==> config.mk <==
export PLATFORM = sky130hd
export DESIGN_NAME = shared_buffer_arbiter
export DESIGN_NICKNAME = d
export VERILOG_FILES = /design/src/rtl/shared_buffer_arbiter_pkg.sv /design/src/rtl/rr_pick.sv /design/src/rtl/shared_buffer_arbiter.sv
export SDC_FILE = /design/constraint.sdc
export NUM_CORES = 1
export LEC_CHECK = 0
export CAP_MARGIN = 20
export CORE_UTILIZATION = 42
export DETAILED_ROUTE_END_ITERATION = 16
export GPL_ROUTABILITY_DRIVEN = 0
export PLACE_DENSITY = 0.92
export SLEW_MARGIN = 5
export SYNTH_ARGS = -nofsm -noshare
export SYNTH_HDL_FRONTEND = slang
export SYNTH_SLANG_ARGS = --single-unit
==> constraint.sdc <==
create_clock -name clk -period 2.9 [get_ports clk]
set_input_delay 0.725 -clock clk [delete_from_list [all_inputs] [get_ports clk]]
set_output_delay 0.725 -clock clk [all_outputs]
set_load 0.02 [all_outputs]
==> src/rtl/shared_buffer_arbiter_pkg.sv <==
// Shared definitions for the shared buffer arbiter and its round-robin picker.
// Holds the sequencer state encoding and the default geometry constants.
package shared_buffer_arbiter_pkg;

   typedef enum logic [1:0] {
      IDLE    = 2'd0,
      LOAD    = 2'd1,
      PROCESS = 2'd2,
      DONE    = 2'd3
   } state_t;

   localparam int DEF_WIDTH = 8;
   localparam int DEF_DEPTH = 16;
   localparam int DEF_NREQ  = 4;

endpackage

==> src/rtl/rr_pick.sv <==
// Combinational round-robin picker.
// Ports:
//   req   - request vector, one bit per requester
//   last  - index of the most recently served requester
//   valid - at least one request is pending
//   idx   - first set bit searching upward from last+1, wrapping around
module rr_pick #(
   parameter int NREQ = 4,
   parameter int RW   = $clog2(NREQ)
) (
   input  logic [NREQ-1:0] req,
   input  logic [RW-1:0]   last,
   output logic            valid,
   output logic [RW-1:0]   idx
);

   logic [NREQ-1:0] rot;
   int              j;

   // Walk offsets from farthest to nearest so the nearest hit is the one
   // left standing after the loop.
   always_comb begin
      valid = 1'b0;
      idx   = '0;
      rot   = '0;
      j     = 0;
      for (int k = NREQ; k >= 1; k--) begin
         j = int'(last) + k;
         if (j >= NREQ) j = j - NREQ;
         rot = req >> j;
         if (rot[0]) begin
            valid = 1'b1;
            idx   = RW'(j);
         end
      end
   end

endmodule

==> src/rtl/shared_buffer_arbiter.sv <==
// Round-robin owner of the shared load/process buffer.
// A granted requester streams DEPTH words into the buffer, the processing
// engine is kicked with a one-cycle start pulse, and on its done the owner
// gets a one-cycle completion pulse before the buffer is released.
// Ports:
//   clk, rst           - clock, asynchronous active-high reset
//   req                - per-requester level request
//   wr_data/wr_valid   - per-requester write lanes
//   wr_ready           - per-requester accept, only the owner's bit can be set
//   grant, owner       - registered one-hot ownership and owner index
//   mem_we/addr/wdata  - buffer write port, combinational on acceptance
//   proc_start         - registered one-cycle start to the engine
//   proc_done          - engine completion
//   burst_done/abort   - registered one-cycle pulses to the owner
//   busy               - sequencer not idle
//
// state   | meaning
// IDLE    | buffer free, arbitrate among pending requests
// LOAD    | owner streams words into the buffer
// PROCESS | engine running, waiting for proc_done
// DONE    | completion pulse to owner, buffer released next cycle
module shared_buffer_arbiter
   import shared_buffer_arbiter_pkg::*;
#(
   parameter int WIDTH = DEF_WIDTH,
   parameter int DEPTH = DEF_DEPTH,
   parameter int NREQ  = DEF_NREQ,
   parameter int AW    = $clog2(DEPTH),
   parameter int RW    = $clog2(NREQ)
) (
   input  logic                  clk,
   input  logic                  rst,
   input  logic [NREQ-1:0]       req,
   input  logic [NREQ*WIDTH-1:0] wr_data,
   input  logic [NREQ-1:0]       wr_valid,
   output logic [NREQ-1:0]       wr_ready,
   output logic [NREQ-1:0]       grant,
   output logic [RW-1:0]         owner,
   output logic                  mem_we,
   output logic [AW-1:0]         mem_addr,
   output logic [WIDTH-1:0]      mem_wdata,
   output logic                  proc_start,
   input  logic                  proc_done,
   output logic [NREQ-1:0]       burst_done,
   output logic [NREQ-1:0]       burst_abort,
   output logic                  busy
);

   localparam logic [AW-1:0] LAST_ADDR = AW'(DEPTH - 1);

   state_t          state_q, state_d;
   logic [AW-1:0]   addr_q, addr_d;
   logic [RW-1:0]   owner_q, owner_d;
   logic [RW-1:0]   last_q, last_d;
   logic [NREQ-1:0] grant_q, grant_d;
   logic            start_q, start_d;
   logic [NREQ-1:0] done_q, done_d;
   logic [NREQ-1:0] abort_q, abort_d;

   logic            pick_valid;
   logic [RW-1:0]   pick_idx;
   logic [NREQ-1:0] owner_oh;
   logic            accept;
   logic [WIDTH-1:0] lane [NREQ];

   for (genvar i = 0; i < NREQ; i++) begin : g_lane
      assign lane[i] = wr_data[i*WIDTH +: WIDTH];
   end

   rr_pick #(
      .NREQ (NREQ),
      .RW   (RW)
   ) u_pick (
      .req   (req),
      .last  (last_q),
      .valid (pick_valid),
      .idx   (pick_idx)
   );

   assign owner_oh = NREQ'(1) << owner_q;
   assign accept   = (state_q == LOAD) && wr_valid[owner_q];

   always_comb begin
      state_d = state_q;
      addr_d  = addr_q;
      owner_d = owner_q;
      last_d  = last_q;
      grant_d = grant_q;
      start_d = 1'b0;
      done_d  = '0;
      abort_d = '0;
      case (state_q)
         IDLE: begin
            if (pick_valid) begin
               state_d = LOAD;
               grant_d = NREQ'(1) << pick_idx;
               owner_d = pick_idx;
               addr_d  = '0;
            end
         end
         LOAD: begin
            // The last word wins over a same-cycle request drop.
            if (accept && (addr_q == LAST_ADDR)) begin
               state_d = PROCESS;
               start_d = 1'b1;
            end else begin
               if (accept) addr_d = addr_q + AW'(1);
               if (!req[owner_q]) begin
                  state_d = IDLE;
                  abort_d = owner_oh;
                  grant_d = '0;
                  last_d  = owner_q;
               end
            end
         end
         PROCESS: begin
            // A done coinciding with the start pulse belongs to an older job.
            if (!start_q && proc_done) begin
               state_d = DONE;
               done_d  = owner_oh;
               grant_d = '0;
               last_d  = owner_q;
            end
         end
         DONE: begin
            state_d = IDLE;
         end
         default: begin
            state_d = IDLE;
         end
      endcase
   end

   always_ff @(posedge clk or posedge rst) begin
      if (rst) begin
         state_q <= IDLE;
         addr_q  <= '0;
         owner_q <= '0;
         last_q  <= RW'(NREQ - 1);
         grant_q <= '0;
         start_q <= 1'b0;
         done_q  <= '0;
         abort_q <= '0;
      end else begin
         state_q <= state_d;
         addr_q  <= addr_d;
         owner_q <= owner_d;
         last_q  <= last_d;
         grant_q <= grant_d;
         start_q <= start_d;
         done_q  <= done_d;
         abort_q <= abort_d;
      end
   end

   assign wr_ready    = (state_q == LOAD) ? owner_oh : '0;
   assign mem_we      = accept;
   assign mem_addr    = accept ? addr_q : '0;
   assign mem_wdata   = accept ? lane[owner_q] : '0;
   assign grant       = grant_q;
   assign owner       = owner_q;
   assign proc_start  = start_q;
   assign burst_done  = done_q;
   assign burst_abort = abort_q;
   assign busy        = (state_q != IDLE);

endmodule

-- Word-level counts from Yosys, hierarchy flattened
Cells that the tools add are included.
Widths: inputs -> output; s select.
- register bits: 23
- bits of input ports: 43
- add/subtract/negate cells: 9
- order comparisons: 6
- equality and inequality tests: 10
- shifts and indexed selects: 6
- mux-type cells: 47
- bitwise operators: 1
- reduce and logical (&&, ||, !) cells: 14
- operators with widths (kind ; number):
    $ge 32x4->1 const B ; 4
    $mux 32 ; 4
    $shr 4x32->1 ; 4
    $sub 32x4->32 const B ; 4
    $mux 4 ; 14
    $mux 8 ; 3
    $mux 2 ; 11
    $bmux 8 s2 ; 1
    $pmux 4 s3 ; 1
    $ne 2x2->1 const B ; 5
    $mux 1 ; 8
    $pmux 2 s4 ; 1
    $pmux 4 s2 ; 1
    $reduce_and 4->1 ; 2
    $shl 1x2->4 const A ; 2
    $add 2x2->3 const B ; 2
    $reduce_bool 2->1 ; 3
    $reduce_and 5->1 ; 1
    $add 2x3->4 const B ; 1
    $add 4x1->4 const B ; 1
    $bmux 1 s2 ; 2
    $eq 2x2->1 const B ; 2
    $eq 4x4->1 const B ; 1
    $pmux 2 s2 ; 1
    12 further kinds ; 14

-- Longest topological paths before layout
- word-level depth: 11
- gate-level depth with buffers: 8
- gate-level depth less buffers: 7

-- Modules after synthesis
Synthesis repeated with hierarchy kept, for this count alone.
- cells, all modules: 161
- area, all modules: 1736.7 um2
- modules (own cells, without submodules) (module ; instances ; cells an instance ; area an instance (um2) ; sequential area each (um2)):
    shared_buffer_arbiter ; 1 ; 132 ; 1471.4 ; 578.1
    rr_pick ; 1 ; 29 ; 265.3 ; 0.0

-- Worst setup path before layout
No wires, ideal clock.
- path type: reg-to-reg
- from: reg last_q[0]
- to: reg grant_q[1] (netlist: grant[1])
- arrival time: 2.431 ns
- path slack: 0.373 ns
- cell stages (with the launch flop): 8
- buffers on the path: 1
- cells stage by stage: dfstp_2 -> buf_6 -> inv_1 -> ha_1 -> mux4_2 -> a21oi_1 -> mux2_2 -> o31ai_1
- word-level cells in the longest chain between the ends: 11
- elaborated cells between the ends (all ways): 33
- classes of those cells: 8 x add/sub; 4 x order compare; 1 x eq/ne; 5 x shift; 14 x mux; 1 x reduce/logical
- RTL lines (element ; line ; source):
    start, declared ; shared_buffer_arbiter.sv:54 ; logic [RW-1:0] last_q, last_d;
    start signal, assigned ; shared_buffer_arbiter.sv:139 ; last_q <= RW'(NREQ - 1);
    start signal, assigned ; shared_buffer_arbiter.sv:148 ; last_q <= last_d;
    $add 2x3->4 ; rr_pick.sv:28 ; j = int'(last) + k;
    $sub 32x4->32 or $ge 32x4->1 (tied branches) ; rr_pick.sv:29 ; if (j >= NREQ) j = j - NREQ;
    $mux 32 ; rr_pick.sv:29 ;
    $shr 4x32->1 ; rr_pick.sv:30 ; rot = req >> j;
    $mux 2 (4 in series) ; rr_pick.sv:31 ; if (rot[0]) begin
    $shl 1x2->4 ; shared_buffer_arbiter.sv:96 ; grant_d = NREQ'(1) << pick_idx;
    $mux 4 ; shared_buffer_arbiter.sv:94 ; if (pick_valid) begin
    $pmux 4 s3 ; shared_buffer_arbiter.sv:92 ; case (state_q)
    end signal, assigned ; shared_buffer_arbiter.sv:149 ; grant_q <= grant_d;
    end, declared ; shared_buffer_arbiter.sv:55 ; logic [NREQ-1:0] grant_q, grant_d;
Parallel ways exist; a longest one is shown, timed or not. The select of a mux whose other input is x is not followed.
A chain may end at the register's enable or synchronous reset.

-- Final worst setup path
- from: in wr_valid[3]
- to: out mem_we
- word-level cells in the longest chain between the ends: 3
- RTL lines (element ; line ; source):
    start, declared ; shared_buffer_arbiter.sv:35 ; input logic [NREQ-1:0] wr_valid,
    $bmux 1 s2 ; shared_buffer_arbiter.sv:81 ; assign accept = (state_q == LOAD) && wr_valid[owner_q];
    $mux 1 (not written as such) ; shared_buffer_arbiter.sv:81 ;
    $logic_and 1x1->1 ; shared_buffer_arbiter.sv:81 ;
    end, declared ; shared_buffer_arbiter.sv:39 ; output logic mem_we,
No other way between the ends. The select of a mux whose other input is x is not followed.

==> run metrics <==
status finished, final reports clean; CP Capture Type output pin; Max Slew Vio Count 0; IO Port Bufs 75; maxcap violations 0; final core utilization 64.53%; CP endpoint mem_we; Chip Width 66.49 um; leakage dissipation 0.001184 uW; Cell variety after synth 43; total gr overflow 0; Worst Hold Margin 0.5314 ns; VDD IR max 0.5417 mV; DR WL/cell 15.66 um; Synth Area in Simple Gates 19.63%; total power 2462 uW; Remaining DRCs 0; ys async rst share 100.0%; CP Class in2out; Layout Cell Area excl Fill 2581 um2; minimum clock period 2.843 ns; initial antenna violation count 0; Period Utilization, post-route 98.04%; Critical R2R Capture grant[3]; actual slew at the worst max-slew pin 0.5378 ns; site row count 23; startpoint of the worst hold path grant[3]; Worst Path Required 2.17 ns; Crit Path Max Fanout 7; final wirelength 4542 um; DR pass1 iterations 4; share of cells above drive strength 1 22.08%; first-pass GRT wire length 7314 um; Yosys warning total 0; n_diodes 0; clock edge transition at the registers on the reported setup and hold paths 0.08 ns; Final Hold Fails 0; Post-synth EDFFs 0; share of synthesized cell area in full adder, half adder and majority cells 5.731%; H-Tree Depth 1; final setup skew 0.003708 ns; largest cells by area after synthesis dfrtp_1 (30%), mux4_1 (9.0%), mux4_2 (6.4%); Worst R2R Setup Slack 0.25 ns; final net count 292; clk_lat worst skew 0.26 ns; Netlist Area Pre-Place 1747 um2; Post-synth top cells dfrtp_1 (21), and3_1 (14), nor2_1 (14); P per Cell Area 953.8 nW/um2; largest family of logic cells by synthesized area multiplexers; Avg Vias per Cell 5.614; unrepaired setup endpoints after global routing false; Clock Tree Buf Depth 2; Hold Path Class reg2reg; post-synthesis compound-gate area fraction 14.33%; Global Route Usage Sum 22.32%; post-synthesis mux area share 22.42%; Seq/Total Area, Yosys 33.09%; max_slew headroom 63.77%; R2R depth 6; CTS sink count 23; Synth area leader dfrtp_1; worst r2r src last_q[1]; Main synth FF type dfrtp_1; final antenna-violating net count 0; Cells after Synth 160; Die Ht 66.49 um; core area 4000 um2; CTS tree built; placed cell areas 2566 um2; Max Freq 351.7 MHz; syn nets 211; Post-Synth XOR/XNOR Area 0%; routed via count 1628; Initial Utilization 43.67%; Ports 76; DR iter-0 viols 70; CP startpoint wr_valid[3]; area delta synth->final 47.78%; vias in the first global route 1627; Setup Viol. Count Final 0; most frequent cell after synthesis dfrtp_1; die area 4421 um2; Syn Area/Cell 10.92 um2; flop and latch count out of synthesis 23; CTS root buf clkbuf_8; largest net degree at the start of global routing 24; Setup crit start kind input port; proportion of netlist area held by the largest area contributor 30.09%; Arr. time, crit path 2.12 ns; dpl hpwl 3463 um; clock buffer count from CTS 3
## sequential cells by signal, indices dropped and copies added, names as in the netlist, named ones only
name         count
state_q          1
burst_done       4
addr_q           4
grant            4
owner            2
proc_start       1
burst_abort      4
last_q           2
## cells by family (layout without fill, tap and decap cells)
family | count (synthesis) | in the layout
AND/OR/NAND/NOR | 56 | 56
buffers and inverters | 18 | 97
multiplexers | 21 | 22
flip-flops | 23 | 23
adder cells (fa/ha/maj) | 8 | 8
AO/OA/AOI/OAI | 34 | 34
## per-layer routing
layer / wire [um] / global-route usage (%)
met2: 2321 / 40.43
met4: 87 / 7.979
met5: 0 / 0
met3: 243 / 5.308
met1: 1890 / 25.30
## stage by stage
| step | setup TNS, ns | worst slack, ns | std cells |
|---|---|---|---|
| after floorplan | 0 | 0.3735 | 160 |
| after global routing | 0 | 0.03285 | 290 |
| final | 0 | 0.05685 | 290 |
| after global placement | -4.199 | -0.3591 | 284 |
| after CTS | 0 | 0.003956 | 290 |
| after detailed placement | -4.385 | -0.3658 | 284 |
## placed cells by master, fill, tap and decap left out, types with 2 or more instances in the layout
| master | n |
|---|---|
| inv_1 | 10 |
| nor2_1 | 14 |
| nand3b_1 | 4 |
| and3_1 | 14 |
| o31ai_1 | 8 |
| mux2_2 | 5 |
| dfstp_2 | 2 |
| mux4_1 | 6 |
| nand2_1 | 7 |
| clkdlybuf4s50_1 | 62 |
| o21ai_0 | 13 |
| mux4_2 | 6 |
| dfrtp_1 | 20 |
| mux2_4 | 3 |
| a21oi_1 | 2 |
| buf_4 | 8 |
| mux2i_1 | 2 |
| clkbuf_8 | 3 |
| buf_2 | 13 |
| ha_1 | 7 |
| nand2b_1 | 5 |
| nor3_1 | 2 |
## worst min path at each step
stage,end,slack [ns],depth (start not counted)
finish,grant[3],0.53,2
global route,grant[3],0.57,2
CTS,grant[3],0.53,2
detailed placement,grant[1],0.50,2
global placement,grant[3],0.50,2
floorplan,addr_q[3],0.49,2
## worst max-delay path, stage by stage
cell and delay [ns]:
clkdlybuf4s50_1 0.44, mux4_2 0.57, and2_1 0.22, buf_2 0.16
## power by group
group / switching (uW) / internal (uW) / leakage [uW]
sequential: 90.2 / 421 / 0.000300
combinational: 937 / 816 / 0.000859
clock: 101 / 95.9 / 0.0000255
## area by class of cell
type	count	area [um2]
tap	50	62.56
inverter	10	37.54
fill	321	1419
sequential	23	579.3
clock buffer	3	41.29
clock inverter	1	5.005
multi-input combinational	120	1110
timing repair buffer	83	745.7
## what timing repair did
| item | 4_1_cts | 5_1_grt |
|---|---|---|
| hold buffers | 0 | 0 |
| gates cloned | 1 | 0 |
| setup endpoints to repair | 13 | 9 |
| gates resized for setup | 48 | 7 |
| buffers inserted | 1 | 0 |
| endpoints found under the hold margin | 0 | 0 |
Power figures use the tool's default switching activity.
